### config.mk
export PLATFORM = sky130hd
export DESIGN_NAME = vga_pipelined_controller
export DESIGN_NICKNAME = d
export VERILOG_FILES = /design/src/rtl/vga_pkg.sv /design/src/rtl/vga_timing_counter.sv /design/src/rtl/vga_pipelined_controller.sv
export SDC_FILE = /design/constraint.sdc
export NUM_CORES = 1
export LEC_CHECK = 0
export ABC_CLOCK_PERIOD_IN_PS = 10200
export CAP_MARGIN = 15
export CELL_PAD_IN_SITES_DETAIL_PLACEMENT = 2
export CELL_PAD_IN_SITES_GLOBAL_PLACEMENT = 2
export CORE_UTILIZATION = 37
export DETAILED_ROUTE_END_ITERATION = 16
export GPL_TIMING_DRIVEN = 0
export HOLD_SLACK_MARGIN = 0.12
export PLACE_DENSITY_LB_ADDON = 0.1
export REMOVE_ABC_BUFFERS = 1
export SLEW_MARGIN = 0
export SYNTH_ARGS = -nofsm -noshare
export SYNTH_HDL_FRONTEND = slang
export SYNTH_SLANG_ARGS = --single-unit
### constraint.sdc
create_clock -name VGA_CLK -period 10.2 [get_ports VGA_CLK]
set_input_delay 1.53 -clock VGA_CLK [delete_from_list [all_inputs] [get_ports VGA_CLK]]
set_output_delay 1.53 -clock VGA_CLK [all_outputs]
set_load 0.1 [all_outputs]
### src/rtl/vga_pkg.sv
// vga_pkg: 640x480@60 timing constants, derived totals and active-area offsets.
package vga_pkg;

    // Width of the H and V counters; wide enough for any practical mode.
    localparam int unsigned CNT_W = 16;

    localparam int unsigned VGA_H_ACTIVE = 640;
    localparam int unsigned VGA_H_FRONT  = 16;
    localparam int unsigned VGA_H_SYNC   = 96;
    localparam int unsigned VGA_H_BACK   = 48;

    localparam int unsigned VGA_V_ACTIVE = 480;
    localparam int unsigned VGA_V_FRONT  = 10;
    localparam int unsigned VGA_V_SYNC   = 2;
    localparam int unsigned VGA_V_BACK   = 33;

    localparam int unsigned VGA_H_TOTAL =
        VGA_H_SYNC + VGA_H_BACK + VGA_H_ACTIVE + VGA_H_FRONT;
    localparam int unsigned VGA_V_TOTAL =
        VGA_V_SYNC + VGA_V_BACK + VGA_V_ACTIVE + VGA_V_FRONT;

    // The active area starts right after sync and back porch.
    function automatic int unsigned act_start(input int unsigned sync_w,
                                              input int unsigned back_w);
        return sync_w + back_w;
    endfunction

    localparam int unsigned VGA_H_ACT_START = act_start(VGA_H_SYNC, VGA_H_BACK);
    localparam int unsigned VGA_V_ACT_START = act_start(VGA_V_SYNC, VGA_V_BACK);

    // Per-pixel control bits carried down the output pipeline.
    typedef struct packed {
        logic hs;   // raw horizontal sync (asserted, before polarity)
        logic vs;   // raw vertical sync
        logic act;  // pixel is in the active area
        logic fs;   // H=0, V=0
    } ctrl_t;

endpackage

### src/rtl/vga_timing_counter.sv
// vga_timing_counter: free-running H/V counters with raw sync and active decode.
module vga_timing_counter
    import vga_pkg::*;
#(
    parameter int unsigned H_ACTIVE = VGA_H_ACTIVE,
    parameter int unsigned H_FRONT  = VGA_H_FRONT,
    parameter int unsigned H_SYNC   = VGA_H_SYNC,
    parameter int unsigned H_BACK   = VGA_H_BACK,
    parameter int unsigned V_ACTIVE = VGA_V_ACTIVE,
    parameter int unsigned V_FRONT  = VGA_V_FRONT,
    parameter int unsigned V_SYNC   = VGA_V_SYNC,
    parameter int unsigned V_BACK   = VGA_V_BACK
) (
    input  logic             clk_i,
    input  logic             rst_i,
    output logic [CNT_W-1:0] h_o,
    output logic [CNT_W-1:0] v_o,
    output logic             hsync_o,
    output logic             vsync_o,
    output logic             active_o
);

    localparam logic [CNT_W-1:0] HLast    = CNT_W'(H_SYNC + H_BACK + H_ACTIVE + H_FRONT - 1);
    localparam logic [CNT_W-1:0] VLast    = CNT_W'(V_SYNC + V_BACK + V_ACTIVE + V_FRONT - 1);
    localparam logic [CNT_W-1:0] HSyncEnd = CNT_W'(H_SYNC);
    localparam logic [CNT_W-1:0] VSyncEnd = CNT_W'(V_SYNC);
    localparam logic [CNT_W-1:0] HActBeg  = CNT_W'(act_start(H_SYNC, H_BACK));
    localparam logic [CNT_W-1:0] VActBeg  = CNT_W'(act_start(V_SYNC, V_BACK));
    localparam logic [CNT_W-1:0] HActEnd  = CNT_W'(act_start(H_SYNC, H_BACK) + H_ACTIVE);
    localparam logic [CNT_W-1:0] VActEnd  = CNT_W'(act_start(V_SYNC, V_BACK) + V_ACTIVE);

    logic [CNT_W-1:0] h_q, h_d;
    logic [CNT_W-1:0] v_q, v_d;

    // Next-state: H wraps at line end, V steps only on H wrap.
    always_comb begin
        h_d = h_q + 1'b1;
        v_d = v_q;
        if (h_q == HLast) begin
            h_d = '0;
            v_d = (v_q == VLast) ? '0 : v_q + 1'b1;
        end
    end

    // Counter registers with synchronous reset.
    always_ff @(posedge clk_i) begin
        if (rst_i) begin
            h_q <= '0;
            v_q <= '0;
        end else begin
            h_q <= h_d;
            v_q <= v_d;
        end
    end

    // Raw decode of the current counter position.
    always_comb begin
        h_o      = h_q;
        v_o      = v_q;
        hsync_o  = (h_q < HSyncEnd);
        vsync_o  = (v_q < VSyncEnd);
        active_o = (h_q >= HActBeg) && (h_q < HActEnd) && (v_q >= VActBeg) && (v_q < VActEnd);
    end

endmodule

### src/rtl/vga_pipelined_controller.sv
// vga_pipelined_controller: VGA timing with pipelined frame-buffer reads.
// Define VGA_TEST_PATTERN_EN to add the PAT_SEL colour-bar source.
module vga_pipelined_controller
    import vga_pkg::*;
#(
    parameter int unsigned H_ACTIVE    = VGA_H_ACTIVE,
    parameter int unsigned H_FRONT     = VGA_H_FRONT,
    parameter int unsigned H_SYNC      = VGA_H_SYNC,
    parameter int unsigned H_BACK      = VGA_H_BACK,
    parameter int unsigned V_ACTIVE    = VGA_V_ACTIVE,
    parameter int unsigned V_FRONT     = VGA_V_FRONT,
    parameter int unsigned V_SYNC      = VGA_V_SYNC,
    parameter int unsigned V_BACK      = VGA_V_BACK,
    parameter int unsigned SCALE_SHIFT = 2,
    parameter int unsigned COLOR_W     = 4,
    parameter int unsigned ADDR_W      = 19,
    parameter int unsigned MEM_LAT     = 1,
    parameter bit          SYNC_POL    = 1'b1
) (
    input  logic                 VGA_CLK,
    input  logic                 VGA_RST,
    input  logic [3*COLOR_W-1:0] VGA_DATA,
`ifdef VGA_TEST_PATTERN_EN
    input  logic                 PAT_SEL,
`endif
    output logic [ADDR_W-1:0]    VGA_ADDR,
    output logic                 VGA_ADDR_VALID,
    output logic [COLOR_W-1:0]   VGA_R,
    output logic [COLOR_W-1:0]   VGA_G,
    output logic [COLOR_W-1:0]   VGA_B,
    output logic                 VGA_HS,
    output logic                 VGA_VS,
    output logic                 VGA_BLANK_N,
    output logic                 FRAME_START
);

    // Stage 0 plus MEM_LAT memory stages plus the output register.
    localparam int unsigned Depth = MEM_LAT + 2;
    localparam logic [CNT_W-1:0] HStart = CNT_W'(act_start(H_SYNC, H_BACK));
    localparam logic [CNT_W-1:0] VStart = CNT_W'(act_start(V_SYNC, V_BACK));
    localparam logic [31:0] LineWords = 32'(H_ACTIVE >> SCALE_SHIFT);

    logic [CNT_W-1:0]     h_cnt, v_cnt;
    logic                 h_sync, v_sync, active;
    logic [CNT_W-1:0]     hx, vy;
    logic [31:0]          addr_full;
    logic [ADDR_W-1:0]    addr_d, addr_q;
    logic                 addr_valid_q;
    ctrl_t                ctrl_d;
    ctrl_t                ctrl_q [Depth];
    logic [3*COLOR_W-1:0] src;
    logic [3*COLOR_W-1:0] rgb_d, rgb_q;

    vga_timing_counter #(
        .H_ACTIVE (H_ACTIVE),
        .H_FRONT  (H_FRONT),
        .H_SYNC   (H_SYNC),
        .H_BACK   (H_BACK),
        .V_ACTIVE (V_ACTIVE),
        .V_FRONT  (V_FRONT),
        .V_SYNC   (V_SYNC),
        .V_BACK   (V_BACK)
    ) u_timing (
        .clk_i    (VGA_CLK),
        .rst_i    (VGA_RST),
        .h_o      (h_cnt),
        .v_o      (v_cnt),
        .hsync_o  (h_sync),
        .vsync_o  (v_sync),
        .active_o (active)
    );

    // Stage-0 next-state: scaled frame-buffer address and control bits.
    always_comb begin
        hx        = h_cnt - HStart;
        vy        = v_cnt - VStart;
        addr_full = 32'(hx >> SCALE_SHIFT) + 32'(vy >> SCALE_SHIFT) * LineWords;
        addr_d    = active ? addr_full[ADDR_W-1:0] : '0;
        ctrl_d.hs  = h_sync;
        ctrl_d.vs  = v_sync;
        ctrl_d.act = active;
        ctrl_d.fs  = (h_cnt == '0) && (v_cnt == '0);
    end

    // Address register and control shift pipeline, aligned to memory latency.
    always_ff @(posedge VGA_CLK) begin
        if (VGA_RST) begin
            addr_q       <= '0;
            addr_valid_q <= 1'b0;
            for (int i = 0; i < Depth; i++) ctrl_q[i] <= '0;
        end else begin
            addr_q       <= addr_d;
            addr_valid_q <= active;
            ctrl_q[0]    <= ctrl_d;
            for (int i = 1; i < Depth; i++) ctrl_q[i] <= ctrl_q[i-1];
        end
    end

`ifdef VGA_TEST_PATTERN_EN
    logic [2:0] bar_d;
    // Bar index only has to reach the stage where memory data arrives.
    logic [2:0] bar_q [Depth-1];

    // Bar index for the current stage-0 pixel.
    always_comb bar_d = 3'((32'(hx) * 32'd8) / H_ACTIVE);

    // Bar index pipeline, in step with ctrl_q.
    always_ff @(posedge VGA_CLK) begin
        if (VGA_RST) begin
            for (int i = 0; i < Depth - 1; i++) bar_q[i] <= '0;
        end else begin
            bar_q[0] <= bar_d;
            for (int i = 1; i < Depth - 1; i++) bar_q[i] <= bar_q[i-1];
        end
    end
`endif

    // Pixel source: memory data, optionally replaced by colour bars.
    always_comb begin
        src = VGA_DATA;
`ifdef VGA_TEST_PATTERN_EN
        if (PAT_SEL) begin
            src = {{COLOR_W{bar_q[MEM_LAT][2]}}, {COLOR_W{bar_q[MEM_LAT][1]}},
                   {COLOR_W{bar_q[MEM_LAT][0]}}};
        end
`endif
        rgb_d = ctrl_q[MEM_LAT].act ? src : '0;
    end

    // Registered colour output, blanked outside the active area.
    always_ff @(posedge VGA_CLK) begin
        if (VGA_RST) rgb_q <= '0;
        else         rgb_q <= rgb_d;
    end

    assign VGA_ADDR       = addr_q;
    assign VGA_ADDR_VALID = addr_valid_q;
    assign VGA_R          = rgb_q[3*COLOR_W-1:2*COLOR_W];
    assign VGA_G          = rgb_q[2*COLOR_W-1:COLOR_W];
    assign VGA_B          = rgb_q[COLOR_W-1:0];
    assign VGA_HS         = ctrl_q[Depth-1].hs ? SYNC_POL : ~SYNC_POL;
    assign VGA_VS         = ctrl_q[Depth-1].vs ? SYNC_POL : ~SYNC_POL;
    assign VGA_BLANK_N    = ctrl_q[Depth-1].act;
    assign FRAME_START    = ctrl_q[Depth-1].fs;

endmodule

==> results.toml, run 1 <==
[outcome]
status = "completed"

[logic_synthesis]
synthSimpleGateAreaFrac = 0.246
yosysUniqueCellTypes = 54
async_flop_share = 0
synth_ff_type = "dfxtp_1"
synth_seq_area_share = 0.355
syn_area_mm2 = 0.00423
synth_compound_area_frac = 0.108
synth_edf_count = 0
syn_area_per_cell_um2 = 8.78
synthCells = 482
synth_adder_area_share = 0.122
synth_top_family_by_area = "simple AND/OR/NAND/NOR gates"
ys_seq_elements = 75
ys_warn_count = 0
synth_mux_area_frac = 0.00236
synth_xor_area_frac = 0.124

[worst_hold_path]
hp-class = "flip-flop to flip-flop"
min-delay-start = "ctrl_q[0][7]"

[global_routing]
grt_pass1_vias = 3683
antenna_found_initial = 0
grt_pass1_wl_um = 18100
grt.total_usage = 0.198
grt_overflow = 0
grt_max_degree = 17

[worst_setup_path]
crit_arrival_ns = 4.87
crit_family = "compound AO/OA/AOI/OAI gates"
worstPathMaxFanout = 7
path_class = "flip-flop to flip-flop"
crit_required_ns = 10.47
path_buf_inv = 0
path_cells = "ha_1 -> o41ai_1 -> nand2_1 -> xnor2_1 -> ha_1 -> ha_1 -> a21oi_1 -> o22ai_1 -> nor2_1 -> xnor2_1 -> ha_1 -> nand2_1 -> o31ai_1 -> nand3_1 -> o21ai_0 -> nor3b_2"
cp_common_cell = "ha_1"
slowest_stage = "o41ai_1"
critPathLaunch = "u_timing.v_o[0]"
cp_slowest_stage_delay_ns = 0.54
r2r_start = "u_timing.v_o[0]"
end_kind = "flip-flop"
startpoint_type = "flip-flop"

[finish]
nets = 572
area_delta_synth_final_pct = 20.3
instances_no_fill = 663
diodes = 0
drive_above_1_share = 0.0497
finalInstanceArea_mm2 = 0.00509
n_fill_cell = 1223

[clock_network]
path_clk_slew_ns = 0.07
cts.sinks = 75
root_buffer = "clkbuf_16"
cts_tree = "done"
worstSkewPairLatency_ns = 0.35
cts_setup_buffers = 0
cts_max_path_buffers = 2
cts_hold_buf = 0
numCtsBuffers = 9
ctsResizeCount = 0
htreeDepth = 3

[die]
die_w_um = 109
fp.dieArea_mm2 = 0.0119
row_count = 38
die_height_um = 109
coreArea_mm2 = 0.0110
io_pins = 50
start_util = 0.386

[sta]
setup_tns_ns = 0
fin_skew_ns = 0.00876
finalCritPeriodShare = 0.451
fin_crit_ns = 4.60
finalSetupViolCount = 0
fin_ws_ns = 5.60
rsz0062_at_grt = "no"
finalMaxSlewViolations = 0
slew_headroom = 0.336
fmax_mhz = 217
worst_pin_slew_ns = 0.993
hold_viol = 0

[placed_design]
dp_hpwl_um = 7980
pre_cts_ws_ns = 5.63
placed_cells = 647
portBuffers = 49
routabilityCongestion = 0.753
placed_area_mm2 = 0.00478

[power]
powerDensity_mw_per_mm2 = 128
peakVddDrop_mv = 0.0816
p_leak_nw = 2.02

[detailed_routing]
drtAntennaViolNets = 0
vias = 3489
drc = 0
wl_per_cell_um = 16.3
vias_per_cell = 5.26
drtIter0Drc = 112
dr.pass1.iters = 4
routed_wl_um = 10800

[run]
drv_cap = 0
[state kept, by name (all words and copies together), names as in the netlist]
name,flops
u_timing.h_o,16
rgb_q,12
VGA_ADDR,19
ctrl_q,12
u_timing.v_o,16
[placed cells by master (no fill, tap or decap), types with 3 or more instances in the layout]
master,Yosys,routed
clkdlybuf4s50_1,0,49
nand2_1,23,23
and2_1,19,19
nor2_1,59,59
ha_1,38,38
nand2b_1,8,8
o21ai_0,15,15
o31ai_1,3,3
nand4_1,9,9
o21a_1,6,6
a211oi_1,3,3
a21o_1,3,3
and3_1,5,5
nor4_1,5,5
nand3_1,15,15
clkinvlp_4,0,3
nor3b_1,4,4
xnor2_1,26,26
dfxtp_1,75,75
a21oi_1,16,16
xor2_1,32,32
nor2b_1,17,17
inv_1,18,18
nor3_1,14,14
or3_1,8,8
clkbuf_16,0,9
[metrics by stage]
stage	hold WS (ns)	util	power (mW)
after global placement	0.418	0.436	0.321
after detailed placement	0.434	0.436	0.322
after global routing	0.457	0.464	0.673
after CTS	0.450	0.464	0.662
final	0.443	0.464	0.653
after floorplan	0.414	-	0.313
[power by group]
group	total, mW	switching (mW)	internal (mW)
logic	0.0178	0.00987	0.00797
registers	0.298	0.00182	0.296
clock network	0.338	0.139	0.199
[synthesized netlist by cell type, types with 5 or more instances]
cell type / n / area (µm²)
nand2b_1: 8 / 50.1
inv_1: 18 / 67.6
xnor2_1: 26 / 228
dfxtp_1: 75 / 1500
o21a_1: 6 / 45.0
a21oi_1: 16 / 80.1
nor4_1: 5 / 31.3
and3_1: 5 / 31.3
nand2_1: 23 / 86.3
and2_1: 19 / 119
clkbuf_1: 18 / 67.6
xor2_1: 32 / 280
nor2_1: 59 / 221
o21ai_0: 15 / 75.1
or3_1: 8 / 50.1
nor2b_1: 17 / 106
nand4_1: 9 / 56.3
nand3_1: 15 / 75.1
nor3_1: 14 / 70.1
ha_1: 38 / 475
[path summary, 6_finish.rpt]
path,to,slack [ns],depth (start not counted)
worst max register to register,VGA_ADDR[18],5.60,16
worst max-delay path,VGA_ADDR[18],5.60,16
worst min register to register,ctrl_q[0][11],0.44,1
worst min-delay path,ctrl_q[0][11],0.44,1
[metal layers]
layer | vias to the layer above | routed length, µm | track usage
met4 | 0 | 159 | 0.0695
met1 | 1727 | 5040 | 0.245
met5 | - | 0 | 0
met2 | 38 | 5400 | 0.344
met3 | 12 | 237 | 0.0329
li1 | 1712 | - | -
[cell type report]
class                   instances  area [µm²]  share of cell area
clock buffers                  10         239              0.0469
repair buffers                 49         490              0.0963
clock inverters                 6        72.6              0.0142
inverters                      18        67.6              0.0133
well taps                     140         175              0.0344
multi-input cells             365        2550               0.500
flip-flops and latches         75        1500               0.295
[cell families (layout without fill, tap and decap cells)]
| family | count (synthesis) | in the layout |
|---|---|---|
| simple gates | 199 | 199 |
| flops | 75 | 75 |
| compound gates | 66 | 66 |
| xor+xnor | 59 | 59 |
| buf+inv | 42 | 83 |
| fa+ha+maj | 40 | 40 |
| mux | 1 | 1 |
(Power assumes the default switching activity.)
==> inputs of run 2 (changes only) <==
- ABC_CLOCK_PERIOD_IN_PS: 10200 -> 4300
- CORE_UTILIZATION: 37 -> 34
- clock period: 10.2 -> 4.3 ns (I/O delays scaled with it)
==> run 2 against run 1 <==
Effect of this change:
- register-to-register slack got worse by 5.4 ns
- wire length decreased by 2.1%
- largest power group unchanged
- clock power increased to 2.5 times the previous value
- combinational power increased by 140%
- count of clock-buffer cells in the layout unchanged
- setup slack got worse by 5.4 ns
==> results.toml, run 2 (synthesis gave the netlist of run 1 again) <==
[outcome]
status = "completed"

[finish]
mostFrequentLayoutCell = "dfxtp_1"
drive_above_1_share = 0.0650
instances_no_fill = 691
finalInstanceArea_mm2 = 0.00521
largest_reg_flops = 19
nets = 572
layout_common_cells = "dfxtp_1 (74), nor2_1 (59), clkdlybuf4s50_1 (49)"
area_delta_synth_final_pct = 23.0
diodes = 0

[placed_design]
portBuffers = 49
dp_hpwl_um = 7910
placed_cells = 675
routabilityCongestion = 0.754
placed_area_mm2 = 0.00482

[power]
seqPwrFrac = 0.440
pwr-share-comb = 0.026
clockPowerShare = 0.534
netSwitchingPower_uw = 352
power_mw = 1.60
p_leak_nw = 2.06
powerDensity_mw_per_mm2 = 308
switching_share = 0.220
power.internal_mw = 1.25
peakVddDrop_mv = 0.225

[clock_network]
htreeDepth = 3
cts_max_path_buffers = 2
cts_setup_buffers = 0
numCtsBuffers = 9
cts.sinks = 75
root_buffer = "clkbuf_16"
path_clk_slew_ns = 0.06
cts_hold_buf = 0
worstSkewPairLatency_ns = 0.35
cts_tree = "done"

[run]
drv_cap = 0

[sta]
fin_skew_ns = 0.00515
finalCritPeriodShare = 0.957
worst_pin_slew_ns = 0.983
fin_crit_ns = 4.11
fmax_mhz = 243
finalMaxSlewViolations = 0
setup_tns_ns = 0
slew_headroom = 0.343
finalSetupViolCount = 0
hold_viol = 0

[worst_setup_path]
rr_worst_depth = 13
r2r_start = "u_timing.v_o[3]"
regToRegSetupSlack_ns = 0.19
path_class = "flip-flop to flip-flop"
crit_arrival_ns = 4.38
worstPathMaxFanout = 8
path_cells = "a2111o_1 -> a21oi_1 -> nor3b_1 -> xor2_1 -> ha_1 -> ha_1 -> o21a_1 -> a21o_1 -> a41o_2 -> a21oi_2 -> xnor2_1 -> or4_1 -> a21oi_1"
end_kind = "flip-flop"
crit_required_ns = 4.56
r2r-end = "VGA_ADDR[17]"
cp_slowest_stage_delay_ns = 0.55
slowest_stage = "or4_1"
startpoint_type = "flip-flop"

[die]
coreArea_mm2 = 0.0121
start_util = 0.351
fp.dieArea_mm2 = 0.0129
row_count = 40
die_height_um = 114
io_pins = 50
die_w_um = 114

[detailed_routing]
vias = 3459
drtIter0Drc = 62
dr.pass1.iters = 4
vias_per_cell = 5.01
routed_wl_um = 10600
drtAntennaViolNets = 0
drc = 0
wl_per_cell_um = 15.3

[global_routing]
grt_pass1_wl_um = 18100
antenna_found_initial = 0
grt_pass1_vias = 3633
grt.total_usage = 0.179
grt_overflow = 0
grt_max_degree = 17

[worst_hold_path]
min_path_cells = 1
hold_end = "ctrl_q[0][11]"
hp-class = "flip-flop to flip-flop"
min-delay-start = "ctrl_q[0][7]"
-- run 2: timing repair --
| item | CTS | global route |
|---|---|---|
| pin swaps | 0 | 1 |
| gates resized for setup | 2 | 8 |
| endpoints found under the setup margin | 3 | 3 |
-- run 2: critical path, delay by kind of cell, from the launching register on --
| family | cells | cell delay (ns) |
|---|---|---|
| adder cells (fa/ha/maj) | 2 | 0.68 |
| flip-flops | 1 | 0.42 |
| AND/OR/NAND/NOR | 2 | 0.82 |
| XOR/XNOR | 2 | 0.35 |
| AO/OA/AOI/OAI | 7 | 1.76 |
-- run 2: metal layers --
layer,up-vias,global-route usage,part of all wire
li1,1727,-,-
met1,1683,0.228,0.48
met2,37,0.296,0.48
met3,12,0.0351,0.022
met4,0,0.0746,0.017
met5,-,0,0
-- run 2: power groups by stage --
stage	clock [mW]	combinational [mW]	sequential, mW
final	0.857	0.0421	0.706
after global routing	0.918	0.0463	0.706
after CTS	0.880	0.0432	0.706
after detailed placement	0	0.0427	0.722
after global placement	0	0.0420	0.721
after floorplan	0	0.0132	0.729
-- run 2: worst max-delay path by stage --
stage / startpoint / endpoint / slack, ns / cells past startpoint
global placement: u_timing.v_o[0] / VGA_ADDR[18] / -0.15 / 16
floorplan: u_timing.v_o[0] / VGA_ADDR[18] / 0.46 / 16
global route: u_timing.v_o[3] / VGA_ADDR[17] / -0.05 / 14
CTS: u_timing.v_o[0] / VGA_ADDR[18] / 0.0009 / 16
finish: u_timing.v_o[3] / VGA_ADDR[17] / 0.19 / 13
detailed placement: u_timing.v_o[0] / VGA_ADDR[18] / -0.20 / 16
-- run 2: final cells by class --
| cell class | instances | area [µm²] |
|---|---|---|
| clock inverter | 6 | 96.3 |
| inverter | 18 | 67.6 |
| sequential | 75 | 1500 |
| fill | 1323 | 6860 |
| clock buffer | 10 | 239 |
| tap | 168 | 210 |
| timing repair buffer | 49 | 490 |
| multi-input combinational | 365 | 2600 |
-- run 2: through the flow --
step / hold WS (ns) / util / worst slack, ns
2_1_floorplan: 0.414 / - / 0.462
3_3_place_gp: 0.429 / 0.399 / -0.146
3_5_place_dp: 0.431 / 0.399 / -0.198
4_1_cts: 0.455 / 0.429 / 0.000941
5_1_grt: 0.462 / 0.432 / -0.0492
6_report: 0.446 / 0.432 / 0.186
==> inputs of run 3 (changes only) <==
- RECOVER_POWER: unset -> 25
==> run 3 against run 2 <==
Effect of this change:
- combinational power down 1%
- critical path type unchanged
- clock skew about the same
- utilization is 0.083 points lower
- largest cell class unchanged
- die area unchanged
- power barely moved
- largest power group unchanged
- maximum frequency about the same
- sequential cell count did not move
- count of clock-buffer cells in the layout unchanged
- highest routed layer unchanged
==> results.toml, run 3 (synthesis gave the netlist of run 1 again) <==
[outcome]
status = "completed"

[worst_setup_path]
critical_path_depth = 13
path_cells = "a2111o_1 -> a21oi_1 -> nor3b_1 -> xor2_1 -> ha_1 -> ha_1 -> o21a_1 -> a21o_1 -> a41o_2 -> a21oi_2 -> xnor2_1 -> or4_1 -> a21oi_1"
rr_worst_depth = 13
worstPathMaxFanout = 8
startpoint_type = "flip-flop"
end_kind = "flip-flop"
cp_slowest_stage_delay_ns = 0.55
crit_arrival_ns = 4.38
slowest_stage = "or4_1"
crit_required_ns = 4.56
path_class = "flip-flop to flip-flop"
crit_family = "compound AO/OA/AOI/OAI gates"
path_buf_inv = 0

[detailed_routing]
routed_wl_um = 10600
drc = 0
vias_per_cell = 5.01
vias = 3461
dr.pass1.iters = 4
wl_per_cell_um = 15.4
drtAntennaViolNets = 0
drtIter0Drc = 64

[placed_design]
portBuffers = 49
pre_cts_ws_ns = -0.198
routabilityCongestion = 0.754
placed_area_mm2 = 0.00482
dp_hpwl_um = 7910
placed_cells = 675

[run]
drv_cap = 0

[worst_hold_path]
min_path_cells = 1
hp-class = "flip-flop to flip-flop"

[die]
die_w_um = 114
row_count = 40
die_height_um = 114
coreArea_mm2 = 0.0121
fp.dieArea_mm2 = 0.0129
io_pins = 50
start_util = 0.351

[global_routing]
grt_pass1_vias = 3633
antenna_found_initial = 0
grt.total_usage = 0.179
grt_pass1_wl_um = 18100
grt_max_degree = 17
grt_overflow = 0

[sta]
hold_viol = 0
fin_skew_ns = 0.00516
finalSetupViolCount = 0
setup_tns_ns = 0
worst_pin_slew_ns = 0.983
slew_headroom = 0.342
finalCritPeriodShare = 0.957
fin_ws_ns = 0.186
fmax_mhz = 243
fin_crit_ns = 4.11
finalMaxSlewViolations = 0
fin_worst_hold_slack_ns = 0.446

[power]
p_leak_nw = 2.06
powerDensity_mw_per_mm2 = 309
seqPwrFrac = 0.440
peakVddDrop_mv = 0.225
switching_share = 0.220
netSwitchingPower_uw = 352
pwr-share-comb = 0.026
clockPowerShare = 0.534
power_mw = 1.60
power.internal_mw = 1.25

[finish]
nets = 572
mostFrequentLayoutCell = "dfxtp_1"
largest_reg_flops = 19
area_delta_synth_final_pct = 22.7
layout_common_cells = "dfxtp_1 (74), nor2_1 (59), clkdlybuf4s50_1 (48)"
diodes = 0
fin_util = 0.431
finalInstanceArea_mm2 = 0.00520
instances_no_fill = 691
drive_above_1_share = 0.0593

[clock_network]
path_clk_slew_ns = 0.06
cts_hold_buf = 0
root_buffer = "clkbuf_16"
htreeDepth = 3
cts.sinks = 75
numCtsBuffers = 9
worstSkewPairLatency_ns = 0.35
cts_max_path_buffers = 2
cts_tree = "done"
[run 3: repair_timing]
| action | CTS | global route |
|---|---|---|
| endpoints found under the setup margin | 3 | 3 |
| pin swaps | 0 | 1 |
| gates resized for setup | 2 | 8 |
| buffers inserted | 0 | 0 |
[run 3: worst paths after layout]
check | from | endpoint | slack [ns]
setup / recovery | u_timing.v_o[3] | VGA_ADDR[17] | 0.19
hold / removal | ctrl_q[0][7] | ctrl_q[0][11] | 0.45
hold reg to reg | ctrl_q[0][7] | ctrl_q[0][11] | 0.45
setup reg to reg | u_timing.v_o[3] | VGA_ADDR[17] | 0.19
[run 3: power groups by stage]
stage | sequential [mW] | combinational, mW | clock, mW
after global routing | 0.706 | 0.0460 | 0.918
final | 0.706 | 0.0417 | 0.856
after floorplan | 0.729 | 0.0132 | 0
after global placement | 0.721 | 0.0420 | 0
after CTS | 0.706 | 0.0432 | 0.880
after detailed placement | 0.722 | 0.0427 | 0
[run 3: final cells by class]
type | instances | area [µm²]
clock inverter | 6 | 96.3
fill | 1323 | 6870
multi-input combinational | 365 | 2590
sequential | 75 | 1500
tap | 168 | 210
timing repair buffer | 49 | 490
clock buffer | 10 | 239
inverter | 18 | 67.6
[run 3: per-layer routing]
metal | vias to the layer above | wire [µm] | global-route usage
li1 | 1727 | - | -
met2 | 39 | 5060 | 0.296
met3 | 12 | 243 | 0.0351
met1 | 1683 | 5120 | 0.228
met5 | - | 0 | 0
met4 | 0 | 177 | 0.0746
